`src/rtl/fetch_unit_pkg.sv`:
```
// Shared definitions for the fetch stage: FSM state encoding and fixed field widths.
package fetch_unit_pkg;

  typedef enum logic [1:0] {
    FS_IDLE = 2'd0,
    FS_RUN  = 2'd1,
    FS_HALT = 2'd2
  } fetch_state_t;

  localparam int LUT_IDX_W = 4;
  localparam int ACC_W     = 8;

endpackage

```
`src/rtl/fetch_unit_branch_lut.sv`:
```
// Writable branch-target table: async-cleared register array, combinational read,
// separate low-byte / high-part writes sourced from the accumulator.
module branch_lut
  import fetch_unit_pkg::*;
#(
  parameter int PC_W      = 10,
  parameter int LUT_DEPTH = 16
) (
  input  logic                 clk_i,
  input  logic                 rst_ni,
  input  logic                 we_i,
  input  logic                 hi_i,
  input  logic [LUT_IDX_W-1:0] idx_i,
  input  logic [ACC_W-1:0]     data_i,
  output logic [PC_W-1:0]      rdata_o
);

  logic [PC_W-1:0] lut_q [LUT_DEPTH];

  // Indices at or above LUT_DEPTH match no entry: writes drop, reads give 0.
  always_ff @(posedge clk_i or negedge rst_ni) begin
    if (!rst_ni) begin
      for (int i = 0; i < LUT_DEPTH; i++) begin
        lut_q[i] <= '0;
      end
    end else if (we_i) begin
      for (int i = 0; i < LUT_DEPTH; i++) begin
        if (idx_i == LUT_IDX_W'(i)) begin
          if (hi_i) begin
            lut_q[i][PC_W-1:8] <= (PC_W-8)'(data_i);
          end else begin
            lut_q[i][7:0] <= data_i;
          end
        end
      end
    end
  end

  always_comb begin
    rdata_o = '0;
    for (int i = 0; i < LUT_DEPTH; i++) begin
      if (idx_i == LUT_IDX_W'(i)) begin
        rdata_o = lut_q[i];
      end
    end
  end

endmodule

```
`src/rtl/fetch_unit.sv`:
```
// Program-counter / fetch stage with branch LUT and run/halt sequencing.
// Define FETCH_BRANCH_REL_EN to treat LUT entries as signed PC-relative offsets.
module fetch_unit
  import fetch_unit_pkg::*;
#(
  parameter int PC_W       = 10,
  parameter int LUT_DEPTH  = 16,
  parameter int START_ADDR = 0,
  parameter int CNT_W      = 16
) (
  input  logic                 Clk,
  input  logic                 Reset_n,
  input  logic                 Start,
  input  logic                 Ack,
  input  logic                 PC_Jmp_Flag,
  input  logic                 PC_Beq_Flag,
  input  logic                 LUT_Read_En,
  input  logic                 LUT_Write_En,
  input  logic                 LUT_Load_Hi,
  input  logic [LUT_IDX_W-1:0] LUT_Idx,
  input  logic [ACC_W-1:0]     AccInput,
  output logic [PC_W-1:0]      Prog_Ctr,
  output logic                 Instr_Valid,
  output logic                 Done,
  output logic [CNT_W-1:0]     Cycle_Cnt
);

  localparam logic [PC_W-1:0] START_PC = PC_W'(START_ADDR);

  function automatic logic [CNT_W-1:0] sat_inc(input logic [CNT_W-1:0] v);
    return (&v) ? v : v + CNT_W'(1);
  endfunction

  fetch_state_t    state_q, state_d;
  logic [PC_W-1:0] pc_q, pc_d;
  logic [CNT_W-1:0] cnt_q, cnt_d;
  logic [PC_W-1:0] lut_rdata;
  logic [PC_W-1:0] br_target;
  logic            br_take;

  branch_lut #(
    .PC_W      (PC_W),
    .LUT_DEPTH (LUT_DEPTH)
  ) u_lut (
    .clk_i   (Clk),
    .rst_ni  (Reset_n),
    .we_i    (LUT_Write_En),
    .hi_i    (LUT_Load_Hi),
    .idx_i   (LUT_Idx),
    .data_i  (AccInput),
    .rdata_o (lut_rdata)
  );

`ifdef FETCH_BRANCH_REL_EN
  assign br_target = pc_q + lut_rdata;
`else
  assign br_target = lut_rdata;
`endif

  assign br_take = (PC_Jmp_Flag | PC_Beq_Flag) & LUT_Read_En;

  always_ff @(posedge Clk or negedge Reset_n) begin
    if (!Reset_n) begin
      state_q <= FS_IDLE;
      pc_q    <= '0;
      cnt_q   <= '0;
    end else begin
      state_q <= state_d;
      pc_q    <= pc_d;
      cnt_q   <= cnt_d;
    end
  end

  // Start restarts from any state; Ack outranks a branch in the same cycle.
  always_comb begin
    state_d = state_q;
    pc_d    = pc_q;
    cnt_d   = cnt_q;
    unique case (state_q)
      FS_IDLE, FS_HALT: begin
        if (Start) begin
          state_d = FS_RUN;
          pc_d    = START_PC;
          cnt_d   = '0;
        end
      end
      FS_RUN: begin
        if (Start) begin
          pc_d  = START_PC;
          cnt_d = '0;
        end else begin
          cnt_d = sat_inc(cnt_q);
          if (Ack) begin
            state_d = FS_HALT;
          end else if (br_take) begin
            pc_d = br_target;
          end else begin
            pc_d = pc_q + PC_W'(1);
          end
        end
      end
      default: begin
        state_d = FS_IDLE;
      end
    endcase
  end

  assign Prog_Ctr    = pc_q;
  assign Instr_Valid = (state_q == FS_RUN);
  assign Done        = (state_q == FS_HALT);
  assign Cycle_Cnt   = cnt_q;

endmodule

```
`config.mk`:
```
export PLATFORM = sky130hd
export DESIGN_NAME = fetch_unit
export DESIGN_NICKNAME = d
export VERILOG_FILES = /design/src/rtl/fetch_unit_pkg.sv /design/src/rtl/fetch_unit_branch_lut.sv /design/src/rtl/fetch_unit.sv
export SDC_FILE = /design/constraint.sdc
export NUM_CORES = 1
export LEC_CHECK = 0
export ABC_CLOCK_PERIOD_IN_PS = 3100
export BUFFER_PORTS_ARGS = -buffer_cell sky130_fd_sc_hd__buf_2
export CORE_UTILIZATION = 45
export DETAILED_ROUTE_END_ITERATION = 10
export GPL_TIMING_DRIVEN = 0
export SETUP_SLACK_MARGIN = 0.02
export SYNTH_ARGS = -nofsm -noshare
export SYNTH_HDL_FRONTEND = slang
export SYNTH_SLANG_ARGS = --single-unit
```
`constraint.sdc`:
```
create_clock -name Clk -period 3.1 [get_ports Clk]
set_clock_uncertainty 0.15 [all_clocks]
set_input_delay 0 -clock Clk [delete_from_list [all_inputs] [get_ports Clk]]
set_output_delay 0 -clock Clk [all_outputs]
set_load 0.01 [all_outputs]
```
==> Flow_metrics.wiki <==
{| class="wikitable"
! Metric !! Value
|-
| Run status || complete, but fails checks
|-
| Violations in the final reports || design-rule violations
|-
| Finish-stage setup viols || 0
|-
| Number of maximum-capacitance constraint violations || 0
|-
| Count of pins over their slew limit || 0
|-
| Required time reported for the critical path endpoint || 3.30 ns
|-
| Area enclosed by the die boundary || 21160 um^2
|-
| End of the worst register-to-register path || Prog_Ctr[1]$_DFFE_PN0P_
|-
| Antenna violation net count after detailed routing || 0
|-
| Clock-pin slew on the worst setup and hold paths || 0.07 ns
|-
| Tightest Hold Check Type || in -> async
|-
| Routed len/inst || 21.82 um
|-
| Total congestion overflow after global routing || 0
|-
| Path type of the worst setup path || reg -> reg
|-
| Final layout net count || 890
|-
| Share of layout cells above drive strength 1 || 31.93%
|-
| Clk sinks || 188
|-
| Global-route wire length before repair || 39760 um
|-
| Count of final hold-check violations || 0
|-
| Fraction of power spent switching nets || 26.80%
|-
| Worst IR drop on VDD || 392.2 uV
|-
| Asr flop ratio synth || 100.0%
|-
| Final RePlAce weighted congestion || 0.8829
|-
| H-Tree Depth || 4
|-
| Post-CTS setup buffer count || 0
|-
| Total DRC errors in the routed layout || 1
|-
| Post-synth cell types || 65
|-
| Final hold slack || 0.02136 ns
|-
| Core footprint || 20230 um^2
|-
| Last element of the critical path || Prog_Ctr[1]$_DFFE_PN0P_
|-
| Critical Path Source Type || flop
|-
| Syn Area/Cell || 11.75 um^2
|-
| Number of placed I/O pins || 49
|-
| R2R setup slack || 0.31 ns
|-
| Slew Limit Headroom || 34.14%
|-
| CP endpoint kind || flop
|-
| Via density || 6.022
|-
| NetSw || 1.670 mW
|-
| Antenna diodes || 0
|-
| CTS-repair resized insts || 0
|-
| Count of standard-cell rows || 52
|-
| Synthesized Nets || 811
|-
| Post-synth top flop || sky130_fd_sc_hd__dfrtp_1
|-
| Highest fanout seen on the critical path || 10
|-
| Total of buffers placed on input and output ports || 48
|-
| Count of flip-flops with a built-in enable after synthesis || 0
|-
| Routed wire length || 25100 um
|-
| Netlist area before placement || 9260 um^2
|-
| Total power density per cell area || 590.3 nW/um^2
|-
| TritonCTS buffer count || 17
|-
| Post-route fraction of the period consumed by the critical path || 90.11%
|-
| Initial antenna violation count || 0
|-
| CTS tree || built
|-
| DRC violation total after the first TritonRoute iteration || 437
|-
| Insertion delay to the later sink of the worst-skew pair || 0.43 ns
|-
| Final Instance Count excl. Fillers || 1150
|-
| Setup repair after global routing missed its margin || false
|-
| Clock Path Buffers || 2
|-
| Period minus WS final || 2.793 ns
|-
| Horizontal die dimension || 145.5 um
|-
| Post-synthesis sequential element count || 188
|-
| Internal power || 4.561 mW
|-
| Worst Setup SP || state_q[1]$_DFFE_PN0P_
|-
| Clock share of power || 33.9%
|-
| Most common cell after layout, fill and taps aside || sky130_fd_sc_hd__dfrtp_1
|-
| Initial cell density of the core || 45.76%
|-
| Vias in the first global route || 7034
|-
| Global routing usage summed across all routing layers || 24.40%
|-
| Fraction of power consumed by sequential logic || 49.9%
|-
| Height of the die || 145.5 um
|-
| Via total after detailed routing || 6925
|-
| Sequential-to-total area share from yosys stat || 50.80%
|-
| Hold-fix buffer count after cts || 11
|-
| Number of warnings issued by yosys || 0
|-
| Transition time at the pin with the least slew margin || 0.9804 ns
|-
| Area Overhead vs Synth || 13.98%
|-
| Dpl hpwl || 17710 um
|-
| Commonest cells after routing, fill and taps aside || sky130_fd_sc_hd__dfrtp_1 (188), sky130_fd_sc_hd__mux2_2 (166), sky130_fd_sc_hd__buf_2 (60)
|-
| Clock Tree Root || sky130_fd_sc_hd__clkbuf_16
|-
| Gate count after technology mapping || 788
|-
| Static leakage || 4.648 nW
|-
| Gate power share || 16.2%
|-
| Launching point of the worst reg2reg path || state_q[1]$_DFFE_PN0P_
|-
| Worst Reg-to-Reg Cells || 9
|-
| DP Cell Count || 1107
|-
| WP data arrival || 2.99 ns
|-
| Largest net degree at the start of global routing || 98
|-
| Detailed Routing Iterations Pass 1 || 8
|-
| Peak Freq || 358.0 MHz
|}
cell type report:
class	instances	area (um^2)
Clock inverter	11	108.9
Timing Repair Buffer	60	387.9
Inverter	13	48.80
Multi-Input combinational cell	538	4280
Fill cell	1819	9679
Clock buffer	21	460.4
Tap cell	270	337.8
Sequential cell	188	4705
Buffer	49	226.5
kinds of logic (layout without fill, tap and decap cells):
family          after synthesis  in the layout  share of synthesized area [%]
fa+ha+maj                     2              2                         0.2702
compound gates              146            146                          10.85
mux                         182            182                          23.35
buf+inv                      62            154                          2.973
flops                       188            188                          50.80
simple gates                197            197                          10.71
xor+xnor                     11             11                          1.040
layer usage:
| metal | track usage [%] | up-vias | part of all wire (%) |
|---|---|---|---|
| li1 | - | 3081 | - |
| met4 | 8.158 | 0 | 2.0 |
| met1 | 33.19 | 3569 | 45 |
| met3 | 3.699 | 36 | 5.2 |
| met5 | 0 | - | 0 |
| met2 | 40.05 | 239 | 48 |
synth_stat cells (14+ instances only):
library cell / n / area, um^2
sky130_fd_sc_hd__a21oi_1: 27 / 135.1
sky130_fd_sc_hd__a22oi_1: 14 / 105.1
sky130_fd_sc_hd__clkbuf_1: 28 / 105.1
sky130_fd_sc_hd__dfrtp_1: 188 / 4705
sky130_fd_sc_hd__mux2_2: 166 / 1869
sky130_fd_sc_hd__nand2_1: 48 / 180.2
sky130_fd_sc_hd__nand3_1: 29 / 145.1
sky130_fd_sc_hd__nor2_1: 40 / 150.1
sky130_fd_sc_hd__nor2b_1: 17 / 106.4
sky130_fd_sc_hd__o21ai_0: 27 / 135.1
how the worst min path moves through the flow:
stage,endpoint,slack [ns],cells after the start
4_1_cts,u_lut.lut_q[9]$_DFFE_PN0P_,0.07,4
2_1_floorplan,Cycle_Cnt[0]$_DFFE_PN0P_,-0.45,0
5_1_grt,u_lut.lut_q[9]$_DFFE_PN0P_,0.10,2
6_report,u_lut.lut_q[9]$_DFFE_PN0P_,0.02,2
3_5_place_dp,Prog_Ctr[9]$_DFFE_PN0P_,-0.06,1
3_3_place_gp,state_q[1]$_DFFE_PN0P_,0.13,3
worst max-delay path, stage by stage, from the launching register on:
cell                        delay [ns]
sky130_fd_sc_hd__dfrtp_1          0.36
sky130_fd_sc_hd__buf_2            0.17
sky130_fd_sc_hd__nand2b_1         0.20
sky130_fd_sc_hd__or3_1            0.32
sky130_fd_sc_hd__clkbuf_1         0.21
sky130_fd_sc_hd__nor2_1           0.21
sky130_fd_sc_hd__o221ai_1         0.20
sky130_fd_sc_hd__a2111oi_0        0.65
sky130_fd_sc_hd__a221oi_1         0.11
sky130_fd_sc_hd__o21ai_0          0.12
power groups by stage:
| stage | Sequential (mW) | Combinational (mW) | Clock (mW) |
|---|---|---|---|
| after floorplan | 3.07 | 0.706 | 0 |
| after global placement | 3.12 | 0.953 | 0 |
| after detailed placement | 3.15 | 0.993 | 0 |
| after CTS | 3.10 | 1.01 | 2.15 |
| after global routing | 3.15 | 1.09 | 2.24 |
| final | 3.11 | 1.01 | 2.11 |
sequential cells by signal, indices dropped and copies added, names as in the netlist:
| name | cells |
|---|---|
| Cycle_Cnt | 16 |
| Prog_Ctr | 10 |
| state_q | 2 |
| u_lut.lut_q | 160 |
metrics by stage:
| step | area, um^2 | worst slack [ns] | total power [mW] | setup TNS [ns] | utilization [%] |
|---|---|---|---|---|---|
| global route | 10560 | 0.1339 | 6.485 | 0 | 52.16 |
| CTS | 10560 | 0.3646 | 6.260 | 0 | 52.16 |
| detailed placement | 9876 | 0.3905 | 4.140 | 0 | 48.81 |
| finish | 10560 | 0.3067 | 6.231 | 0 | 52.16 |
| global placement | 9838 | -1.080 | 4.070 | -200.37 | 48.62 |
| floorplan | 9260 | 1.037 | 3.778 | 0 | - |
No activity file was read; power rests on OpenSTA's default activity.
